`src/rtl/simple_uart_pkg.sv`:
```
// Shared definitions for the simple UART receiver and its transmitter partner.
//   DATA_BITS            : payload bits per 8N1 frame
//   DEFAULT_CLKS_PER_BIT : default baud divisor, shared with the transmitter bench
//   rx_state_e           : receiver FSM states
package simple_uart_pkg;

    localparam int DATA_BITS            = 8;
    localparam int DEFAULT_CLKS_PER_BIT = 16;

    typedef enum logic [2:0] {
        ST_IDLE,
        ST_START,
        ST_DATA,
        ST_STOP,
        ST_BREAK
    } rx_state_e;

endpackage

```
`src/rtl/uart_rx_sync.sv`:
```
// Two-flop synchronizer that brings the asynchronous serial line into the clk domain.
//   clk    in  : system clock, rising edge
//   rst    in  : synchronous reset, active-high
//   line   in  : asynchronous serial input, idle high
//   line_s out : synchronized copy of line, two cycles late
module uart_rx_sync (
    input  logic clk,
    input  logic rst,
    input  logic line,
    output logic line_s
);

    logic meta_q, meta_d;
    logic sync_q, sync_d;

    always_comb begin
        meta_d = line;
        sync_d = meta_q;
    end

    // NOTE: both flops reset to 1 (the idle level) so that leaving reset
    // never looks like a start-bit edge.
    always_ff @(posedge clk) begin
        if (rst) begin
            meta_q <= 1'b1;
            sync_q <= 1'b1;
        end else begin
            meta_q <= meta_d;
            sync_q <= sync_d;
        end
    end

    assign line_s = sync_q;

endmodule

```
`src/rtl/simple_uart_rx.sv`:
```
// 8N1 serial receiver: 1 start bit, 8 data bits LSB first, 1 stop bit, idle high.
//   clk   in  : system clock, rising edge
//   rst   in  : synchronous reset, active-high, overrides everything
//   line  in  : asynchronous serial input, idle high
//   data  out : last correctly received byte
//   valid out : one-cycle pulse, data was just updated
//   ferr  out : one-cycle pulse, stop bit sampled low and frame discarded
//   busy  out : high from start-bit detection until the FSM is back in IDLE
module simple_uart_rx
    import simple_uart_pkg::*;
#(
    parameter int CLKS_PER_BIT = DEFAULT_CLKS_PER_BIT
) (
    input  logic       clk,
    input  logic       rst,
    input  logic       line,
    output logic [7:0] data,
    output logic       valid,
    output logic       ferr,
    output logic       busy
);

    localparam int HALF_BIT = CLKS_PER_BIT / 2;
    localparam int CNT_W    = $clog2(CLKS_PER_BIT);

    typedef logic [CNT_W-1:0] cnt_t;

    // The counter is loaded with N-1 and the sample is taken on the edge where it reads zero,
    // so that sample lands exactly N edges after the load.
    localparam cnt_t HALF_LOAD = cnt_t'(HALF_BIT - 1);
    localparam cnt_t FULL_LOAD = cnt_t'(CLKS_PER_BIT - 1);

    logic line_s;

    uart_rx_sync u_sync (
        .clk    (clk),
        .rst    (rst),
        .line   (line),
        .line_s (line_s)
    );

    rx_state_e  state_q, state_d;
    cnt_t       baud_q,  baud_d;
    logic [3:0] bit_q,   bit_d;
    logic [7:0] shift_q, shift_d;
    logic [7:0] data_q,  data_d;
    logic       valid_q, valid_d;
    logic       ferr_q,  ferr_d;
    logic       busy_q,  busy_d;

    logic tick;
    assign tick = (baud_q == '0);

    // State register and all other flops.
    // NOTE: sequential state uses non-blocking assignments only, so every flop
    // sees the pre-edge value of every other flop.
    always_ff @(posedge clk) begin
        if (rst) begin
            state_q <= ST_IDLE;
            baud_q  <= '0;
            bit_q   <= '0;
            shift_q <= '0;
            data_q  <= 8'h00;
            valid_q <= 1'b0;
            ferr_q  <= 1'b0;
            busy_q  <= 1'b0;
        end else begin
            state_q <= state_d;
            baud_q  <= baud_d;
            bit_q   <= bit_d;
            shift_q <= shift_d;
            data_q  <= data_d;
            valid_q <= valid_d;
            ferr_q  <= ferr_d;
            busy_q  <= busy_d;
        end
    end

    // Next-state logic, including the baud/bit counters and the shift register.
    // NOTE: every signal gets a hold default first so no path leaves it unassigned,
    // which would otherwise infer a latch.
    always_comb begin
        state_d = state_q;
        baud_d  = baud_q;
        bit_d   = bit_q;
        shift_d = shift_q;

        unique case (state_q)
            ST_IDLE: begin
                if (!line_s) begin
                    state_d = ST_START;
                    baud_d  = HALF_LOAD;
                    bit_d   = '0;
                end
            end
            ST_START: begin
                if (tick) begin
                    // A start bit that is high again at its centre was a glitch.
                    if (line_s) begin
                        state_d = ST_IDLE;
                    end else begin
                        state_d = ST_DATA;
                        baud_d  = FULL_LOAD;
                    end
                end else begin
                    baud_d = baud_q - cnt_t'(1);
                end
            end
            ST_DATA: begin
                if (tick) begin
                    shift_d = {line_s, shift_q[7:1]};
                    bit_d   = bit_q + 4'd1;
                    baud_d  = FULL_LOAD;
                    if (bit_q == 4'(DATA_BITS - 1)) begin
                        state_d = ST_STOP;
                    end
                end else begin
                    baud_d = baud_q - cnt_t'(1);
                end
            end
            ST_STOP: begin
                // Leaving at mid-stop gives half a bit of slack to catch a
                // start edge that follows the stop bit with no idle gap.
                if (tick) begin
                    state_d = line_s ? ST_IDLE : ST_BREAK;
                end else begin
                    baud_d = baud_q - cnt_t'(1);
                end
            end
            ST_BREAK: begin
                // Wait for the line to recover so a held-low line yields one error only.
                if (line_s) begin
                    state_d = ST_IDLE;
                end
            end
            default: begin
                state_d = ST_IDLE;
            end
        endcase
    end

    // Output logic, registered above so valid/ferr/busy are glitch-free.
    always_comb begin
        data_d  = data_q;
        valid_d = 1'b0;
        ferr_d  = 1'b0;
        busy_d  = (state_d != ST_IDLE);

        if (state_q == ST_STOP && tick) begin
            if (line_s) begin
                data_d  = shift_q;
                valid_d = 1'b1;
            end else begin
                ferr_d = 1'b1;
            end
        end
    end

    assign data  = data_q;
    assign valid = valid_q;
    assign ferr  = ferr_q;
    assign busy  = busy_q;

endmodule
```
`config.mk`:
```
export PLATFORM = sky130hd
export DESIGN_NAME = simple_uart_rx
export DESIGN_NICKNAME = d
export VERILOG_FILES = /design/src/rtl/simple_uart_pkg.sv /design/src/rtl/uart_rx_sync.sv /design/src/rtl/simple_uart_rx.sv
export SDC_FILE = /design/constraint.sdc
export NUM_CORES = 1
export LEC_CHECK = 0
export CORE_MARGIN = 4
export CORE_UTILIZATION = 45
export CTS_CLUSTER_DIAMETER = 80
export DETAILED_ROUTE_END_ITERATION = 12
export PLACE_DENSITY = 0.64
export SLEW_MARGIN = 10
export SYNTH_ARGS = -nofsm -noshare
export SYNTH_HDL_FRONTEND = slang
export SYNTH_SLANG_ARGS = --single-unit
```
`constraint.sdc`:
```
create_clock -name clk -period 4.73 [get_ports clk]
set_input_delay 1.1825 -clock clk [delete_from_list [all_inputs] [get_ports clk]]
set_output_delay 1.1825 -clock clk [all_outputs]
set_load 0.01 [all_outputs]
```
[Word-level counts from Yosys, hierarchy flattened]
Cells that the tools add are included.
Cells by class
  equal/unequal tests: 9
  add/sub/neg operators: 2
  mux-type cells: 20
  bitwise gates (word level): 1
  reductions and logical operators: 11
Operators by type and width (count)
  $mux W4: 7
  $mux W3: 7
  $pmux W4 S4: 1
  $pmux W3 S5: 1
  $pmux W4 S2: 1
  $eq A3 B2 Y1 const B: 2
  $ne A2 B2 Y1 const B: 3
  $add A4 B1 Y4 const B: 1
  $eq A4 B3 Y1 const B: 1
  $logic_not A4 Y1: 1
  $reduce_and A2 Y1: 2
  $reduce_and A4 Y1: 1
  $reduce_bool A4 Y1: 1
  $sub A4 B1 Y4 const B: 1
  $eq A3 B1 Y1 const B: 1
  $eq A3 B3 Y1 const B: 1
  $logic_not A3 Y1: 1
  $ne A3 B3 Y1 const B: 1
  $reduce_and A3 Y1: 1
  $reduce_bool A3 Y1: 1
  $mux W1: 2
  $mux W2: 1
  $reduce_bool A2 Y1: 1
  $reduce_or A2 Y1: 1
  other kinds (2): 2
Word-level totals
  output and inout port bits: 11
  register bits after elaboration: 32

[Logic depth before layout (Yosys ltp)]
Gate-level depths: netlist (run 1).
  depth in word-level cells: 5
  gate-level depth with buffers: 7
  depth with buffers taken out: 6

[Modules after synthesis]
From an unflattened synthesis (run 1), not the netlist that was laid out.
Second synthesis, totals
  cell total of the unflattened synthesis: 138
  area, all modules: 1307.5 sq um
By module, submodules not included
  simple_uart_rx: times used 1, sequential area each 600.6 sq um, cells an instance 134, area an instance 1255.0 sq um
  uart_rx_sync: times used 1, sequential area each 40.0 sq um, cells an instance 4, area an instance 52.6 sq um

[Worst setup path after synthesis (run 1)]
Ideal clock, no wire load.
  kind: input to register
  from: input port rst
  to: register bit_q[0]
  cell stages on the path: 3
  arrival time: 1801 ps
  setup slack: 2801 ps
  required time: 4602 ps
  library setup time: 128 ps
  cell sequence: clkbuf_1 -> clkbuf_1 -> nor2_1
RTL lines
  start: declaration: line simple_uart_rx.sv:15  | input logic rst,
  end signal: assignment: line simple_uart_rx.sv:70  | bit_q <= bit_d;
  end: declaration: line simple_uart_rx.sv:44  | logic [3:0] bit_q, bit_d;
No word-level cell between the ends.

==> qor.log, run 1 <==
INFO  worst_hold_path min_delay_worst_endpoint=u_sync.line_s
INFO  place          placed_area=0.001463mm²
INFO  worst_hold_path min_path_cells=1
INFO  pwr            cellPowerDensity=305.0mW/mm²
INFO  clock_tree     tritoncts=built
INFO  synthesis      yosys.area_share.adder=0.01874
INFO  final_layout   utilization=0.5379
INFO  synthesis      synth_top_family_by_area=simple AND/OR/NAND/NOR gates
INFO  synthesis      post-synth-top-area-fraction=0.4799
INFO  global_routing use_met1=0.1645
INFO  synthesis      synth.avg_cell_area=9.271µm²
INFO  clock_tree     path_clk_slew=0.09ns
INFO  detailed_routing vias=1,048
INFO  timing         post_route_clock_skew=0.005604ns
INFO  synthesis      syn-num-nets=149
INFO  synthesis      mappedNetlistArea=0.001335mm²
INFO  detailed_routing via_per_inst=5.634
INFO  global_routing first_global_vias=960
INFO  detailed_routing post_drt_wl_per_cell=12.78µm
INFO  synthesis      synth.largest_area_cell=dfxtp_1
INFO  timing         report.final.setup_viol=0
INFO  place          dp_hpwl=1574µm
INFO  synthesis      ys_seq_elements=32
INFO  synthesis      yosys_warnings=0
INFO  synthesis      synth-simple-area-share=0.2362
INFO  worst_hold_path hold_start=u_sync.meta_q
INFO  final_layout   antennaDiodeCount=0
INFO  global_routing use_met2=0.2011
INFO  pwr            power.ir.vdd_worst=0.1727mV
INFO  detailed_routing ant_nets=0
INFO  clock_tree     cts_sinks=32
INFO  die            initial_util=0.4759
INFO  setup_path     timing.rr.start=baud_q[0]
INFO  detailed_routing drc=0
INFO  global_routing gr-max-usage-layer=met2
INFO  global_routing largest_net_degree_at_the_start_of_global_routing=32
INFO  synthesis      postSynth.topFlopCell=dfxtp_1
INFO  timing         period_share=0.5355
INFO  timing         grt_setup_unrepaired=no
INFO  place          gp_congestion=0.7599
INFO  clock_tree     cts-htree-levels=2
INFO  detailed_routing drt-initial-drc-count=43
INFO  pwr            report.power.total=0.0004602W
INFO  final_layout   synthToLayoutAreaGrowth=13.03%
INFO  final_layout   layout-drive-gt1-share=0.1097
INFO  timing         finalSetupTns=0ns
INFO  setup_path     worstPathMaxFanout=31
INFO  setup_path     timing.critical_path.to_type=register
INFO  timing         clock.fmax=0.3948GHz
INFO  die            fp.dieArea=0.003902mm²
INFO  synthesis      yosys-mux-area-fraction=0.07685
INFO  die            design.portCount=14
INFO  setup_path     critPathLaunchType=input pin
INFO  setup_path     reg2reg_to=data[6]
INFO  clock_tree     cts.repair_timing.setup_buffer_count=0
INFO  global_routing global_route_wire_length_before_repair=4243µm
INFO  pwr            total_leakage_power=0.5704nW
INFO  die            placeableCoreArea=0.002805mm²
INFO  global_routing grt_antenna_before_repair=0
INFO  global_routing gr-usage-met3=0.04496
INFO  synthesis      async_s_r_ff_share_synth=0
INFO  die            die_h=62.47µm
INFO  place          port_buffers=13
INFO  die            die_width=62.47µm
INFO  clock_tree     post_cts_resized=0
INFO  worst_hold_path min_path_type=reg -> reg
INFO  setup_path     reg2reg_depth=6
INFO  clock_tree     ctsRootBufferMaster=clkbuf_4
INFO  final_layout   finalInstanceArea=0.001509mm²
INFO  synthesis      synth.top_cells.by_area=dfxtp_1, mux2i_1, nand3_1, a21oi_1, nor2_1
INFO  global_routing total_global_route_track_usage=0.1363
INFO  synthesis      synthesis.instances=144
INFO  timing         timing.max_slew.rel_slack=0.2979
INFO  detailed_routing routed_wl=2378µm
INFO  setup_path     reg2reg_setup_slack=2.24ns
INFO  synthesis      synth_compound_gate_area_share=0.1359
INFO  final_layout   final_nets=160
INFO  synthesis      ys_seq_area_frac=0.4799
INFO  detailed_routing detailedRoute.firstPassIterationCount=4
INFO  timing         worst_max_slew_pin_slew=1.050ns
INFO  timing         finalHoldViolations=0
INFO  clock_tree     insertion_delay_to_the_later_sink_of_the_worst_skew_pair=0.33ns
INFO  synthesis      xor_and_xnor_area_share_after_synthesis=0.01312
INFO  timing         layout_min_cycle_time=2.533ns
INFO  synthesis      yosysUniqueCellTypes=36
INFO  global_routing grt_overflow_total=0
INFO  setup_path     timing_worst_setup_path_type=in -> reg
INFO  flow_run       drv.max_cap_violation_count=0
INFO  timing         final-max-slew-violation-count=0
INFO  setup_path     critPathArrivalTime=2.80ns
INFO  die            num_rows=19
INFO  synthesis      synth-edff-count=0
INFO  clock_tree     largest_buffer_count_on_any_clock_path=2
INFO  clock_tree     hold_bufs_inserted_after_cts=0
INFO  clock_tree     number_of_clock_buffers_inserted_by_tritoncts=5
INFO  run_status     status=complete, no violations
INFO  setup_path     worst_endpoint_required_time=5.00ns
kinds of logic after synthesis:
kind of cell | after synthesis
XOR/XNOR | 2
multiplexers | 10
AND/OR/NAND/NOR | 61
AO/OA/AOI/OAI | 25
adder cells (fa/ha/maj) | 2
buffers and inverters | 12
flip-flops | 32
area by class of cell:
class | count | area [µm²]
fill | 272 | 1296
multi-input combinational | 100 | 641.9
sequential | 32 | 640.6
timing repair buffer | 13 | 130.1
clock buffer | 6 | 41.29
tap | 31 | 38.79
inverter | 3 | 11.26
clock inverter | 1 | 5.005
cells in the final DEF, fill, tap and decap left out, types with 3 or more instances in the layout:
cell,instances
nand2_1,13
nand3_1,13
nor2b_1,3
a21oi_1,11
clkdlybuf4s50_1,13
mux2i_1,8
nor2_1,14
dfxtp_1,32
a211oi_1,4
nor3_1,4
clkbuf_4,5
inv_1,3
or2_2,4
registers in the layout, indices dropped and copies added, names as in the netlist:
register and count:
baud_q 4, bit_q 4, busy 1, data 8, ferr 1, shift_q 8
state_q 3, u_sync.line_s 1, u_sync.meta_q 1, valid 1
worst max-delay path by stage:
stage,end,slack [ns],start,cells after the start
3_5_place_dp,state_q[2],1.83,rst,3
2_1_floorplan,bit_q[0],2.80,rst,3
6_report,state_q[2],2.20,rst,3
5_1_grt,data[3],1.98,baud_q[0],6
4_1_cts,data[6],2.15,baud_q[0],6
3_3_place_gp,state_q[2],1.81,rst,3
Yosys cell counts, drive strengths merged, types with 4 or more instances:
cell and number:
nor2 14, dfxtp 32, a21oi 11, nor3 4, mux2i 8, a211oi 5
buf 6, or2 4, nand3 13, nand2 14
layer usage:
metal / vias to the layer above / share of wire
li1: 534 / -
met1: 485 / 0.49
met2: 19 / 0.44
met3: 10 / 0.036
met4: 0 / 0.037
met5: - / 0
stage by stage:
step,worst slack [ns],std cells,hold WS [ns]
4_1_cts,2.154,186,0.4190
3_5_place_dp,1.829,179,0.3974
6_report,2.197,186,0.4166
3_3_place_gp,1.814,179,0.3908
5_1_grt,1.979,186,0.4245
2_1_floorplan,2.801,144,0.3895
power by group:
part	internal, W	switching (W)	total, W
logic	0.0000158	0.0000258	0.0000417
registers	0.000274	0.00000481	0.000279
clock network	0.0000546	0.0000853	0.000140
total	0.000344	0.000116	0.000460
critical path, stage by stage:
cell and delay [ns]:
clkdlybuf4s50_1 0.94, or2_2 0.56, a21oi_1 0.11
No activity file was read; power rests on OpenSTA's default activity.
==> run 2: changes to the inputs <==
- clock period: 4.73 -> 2.35 ns (I/O delays scaled with it)
==> qor.log, run 2 (synthesis results as in run 1) <==
INFO  run_status     status=complete, no violations [unchanged]
INFO  timing         layout_min_cycle_time=1.793ns
INFO  detailed_routing vias=1,053 [was 1,048]
INFO  timing         final-max-slew-violation-count=0 [unchanged]
INFO  detailed_routing ant_nets=0 [unchanged]
INFO  global_routing global_route_wire_length_before_repair=4823µm [was 4243 µm]
INFO  global_routing first_global_vias=1,067 [was 960]
INFO  setup_path     worstPathMaxFanout=2 [was 31]
INFO  clock_tree     insertion_delay_to_the_later_sink_of_the_worst_skew_pair=0.33ns [about the same]
INFO  clock_tree     hold_bufs_inserted_after_cts=0 [unchanged]
INFO  setup_path     timing.critical_path.buf_inv=1 [unchanged]
INFO  final_layout   layout.cells.most_common_list=dfxtp_1, nor2_1, nand3_1, nand2_1, clkdlybuf4s50_1 [unchanged]
INFO  detailed_routing detailedRoute.firstPassIterationCount=4 [unchanged]
INFO  setup_path     critical_path.cell_chain=clkdlybuf4s50_1 [was clkdlybuf4s50_1 > or2_2 > a21oi_1]
INFO  clock_tree     tritoncts=built [unchanged]
INFO  final_layout   layout-drive-gt1-share=0.1375 [was 0.1097]
INFO  timing         finalHoldViolations=0 [unchanged]
INFO  pwr            cellPowerDensity=607.7mW/mm² [was 305.0 mW/mm²]
INFO  timing         post_route_clock_skew=0.009524ns [was 0.005604 ns]
INFO  clock_tree     post_cts_resized=0 [unchanged]
INFO  place          placed_area=0.001500mm² [was 0.001463 mm²]
INFO  place          port_buffers=13 [unchanged]
INFO  die            die_h=62.47µm [unchanged]
INFO  die            initial_util=0.4759 [unchanged]
INFO  setup_path     timing.rr.start=state_q[1] [was baud_q[0]]
INFO  clock_tree     cts-htree-levels=2 [unchanged]
INFO  die            fp.dieArea=0.003902mm² [unchanged]
INFO  setup_path     critPathLaunchType=register [was input pin]
INFO  final_layout   synthToLayoutAreaGrowth=15.84% [was 13.03%]
INFO  setup_path     cp_slowest_stage_delay=0.54ns [was 0.94 ns]
INFO  die            num_rows=19 [unchanged]
INFO  clock_tree     ctsRootBufferMaster=clkbuf_4 [unchanged]
INFO  final_layout   antennaDiodeCount=0 [unchanged]
INFO  detailed_routing routed_wl=2615µm [was 2378 µm]
INFO  setup_path     reg2reg_to=bit_q[0] [was data[6]]
INFO  final_layout   n_fill_cell=275 [was 272]
INFO  global_routing largest_net_degree_at_the_start_of_global_routing=18 [was 32]
INFO  pwr            total_leakage_power=0.5941nW [was 0.5704 nW]
INFO  setup_path     timing.critical_path.to_type=primary output [was register]
INFO  worst_hold_path min_path_type=reg -> reg [unchanged]
INFO  die            design.portCount=14 [unchanged]
INFO  die            placeableCoreArea=0.002805mm² [unchanged]
INFO  clock_tree     cts_sinks=32 [unchanged]
INFO  global_routing total_global_route_track_usage=0.1539 [was 0.1363]
INFO  detailed_routing post_drt_wl_per_cell=13.69µm [was 12.78 µm]
INFO  timing         finalSetupTns=0ns [unchanged]
INFO  pwr            power.ir.vdd_worst=0.3115mV [was 0.1727 mV]
INFO  clock_tree     number_of_clock_buffers_inserted_by_tritoncts=5 [unchanged]
INFO  setup_path     reg2reg_depth=4 [was 6]
INFO  clock_tree     largest_buffer_count_on_any_clock_path=2 [unchanged]
INFO  final_layout   finalInstanceArea=0.001546mm² [was 0.001509 mm²]
INFO  global_routing grt_antenna_before_repair=0 [unchanged]
INFO  timing         timing.max_slew.rel_slack=0.5882 [was 0.2979]
INFO  timing         worst_max_slew_pin_slew=0.6121ns [was 1.050 ns]
INFO  worst_hold_path min_delay_worst_endpoint=u_sync.line_s [unchanged]
INFO  final_layout   final_nets=165 [was 160]
INFO  place          dp_hpwl=1860µm [was 1574 µm]
INFO  detailed_routing drc=0 [unchanged]
INFO  setup_path     crit_family=buffers and inverters [unchanged]
INFO  place          gp_congestion=0.7333 [was 0.7599]
INFO  setup_path     worst_endpoint_required_time=1.76ns [was 5.00 ns]
INFO  global_routing grt_overflow_total=0 [unchanged]
INFO  die            die_width=62.47µm [unchanged]
INFO  timing         clock.fmax=0.5578GHz
INFO  setup_path     critical_path.slowest_cell=clkdlybuf4s50_1 [unchanged]
INFO  worst_hold_path hold_start=u_sync.meta_q [unchanged]
INFO  setup_path     timing_worst_setup_path_type=reg -> out [was in -> reg]
INFO  detailed_routing drt-initial-drc-count=23 [was 43]
INFO  detailed_routing via_per_inst=5.513 [was 5.634]
INFO  flow_run       drv.max_cap_violation_count=0 [unchanged]
INFO  worst_hold_path min_path_cells=1 [unchanged]
INFO  final_layout   layout_commonest_cell=dfxtp_1 [unchanged]
INFO  clock_tree     cts.repair_timing.setup_buffer_count=0 [unchanged]
INFO  setup_path     critPathArrivalTime=1.21ns [was 2.80 ns]
INFO  clock_tree     path_clk_slew=0.09ns [about the same]
INFO  timing         grt_setup_unrepaired=no [unchanged]
INFO  timing         report.final.setup_viol=0 [unchanged]
INFO  timing         period_share=0.7629
INFO  setup_path     reg2reg_setup_slack=0.60ns [was 2.24 ns]
run 2: cell types whose count changed in the layout (fill, tap and decap cells not counted), sizes merged:
cell	before	now
buf	0	5
run 2: how the worst max path moves through the flow:
stage                     from    endpoint  slack [ns]  depth (start not counted)
global placement           rst     data[6]        0.46                          3
finish                 data[6]     data[6]        0.56                          1
detailed placement         rst  shift_q[6]        0.41                          3
floorplan            baud_q[0]  state_q[1]        0.76                          6
CTS                    data[6]     data[6]        0.53                          1
global route        state_q[1]    bit_q[0]        0.42                          4
run 2: where the power goes:
| part | internal (W) | switching [W] | leakage [nW] |
|---|---|---|---|
| clock network | 0.000110 | 0.000171 | 0.0281 |
| logic | 0.0000420 | 0.0000555 | 0.307 |
| registers | 0.000551 | 0.00000974 | 0.259 |
| total | 0.000703 | 0.000237 | 0.594 |
run 2: through the flow:
step	setup slack (ns)	total power, W	instances	utilization	hold WS [ns]
after floorplan	0.7577	0.0006399	144	-	0.3895
after global placement	0.4648	0.0006670	184	0.5348	0.3951
after detailed placement	0.4126	0.0006705	184	0.5348	0.4081
after CTS	0.5337	0.0009522	191	0.5513	0.4162
after global routing	0.4187	0.0009980	191	0.5513	0.4303
final	0.5571	0.0009398	191	0.5513	0.4149
run 2: layout make-up:
cell class / count / area, µm² / area share
multi-input cells: 100 / 641.9 / 0.4150
clock inverters: 1 / 5.005 / 0.003236
repair buffers: 18 / 167.7 / 0.1084
clock buffers: 6 / 41.29 / 0.02670
flip-flops and latches: 32 / 640.6 / 0.4142
inverters: 3 / 11.26 / 0.007282
well taps: 31 / 38.79 / 0.02508
run 2: per-layer routing:
layer  share of wire  global-route usage  up-vias
li1                -                   -      538
met1            0.47              0.1837      495
met2            0.47              0.2477       14
met3           0.036             0.05576        6
met4           0.018             0.06612        0
met5               0                   0        -
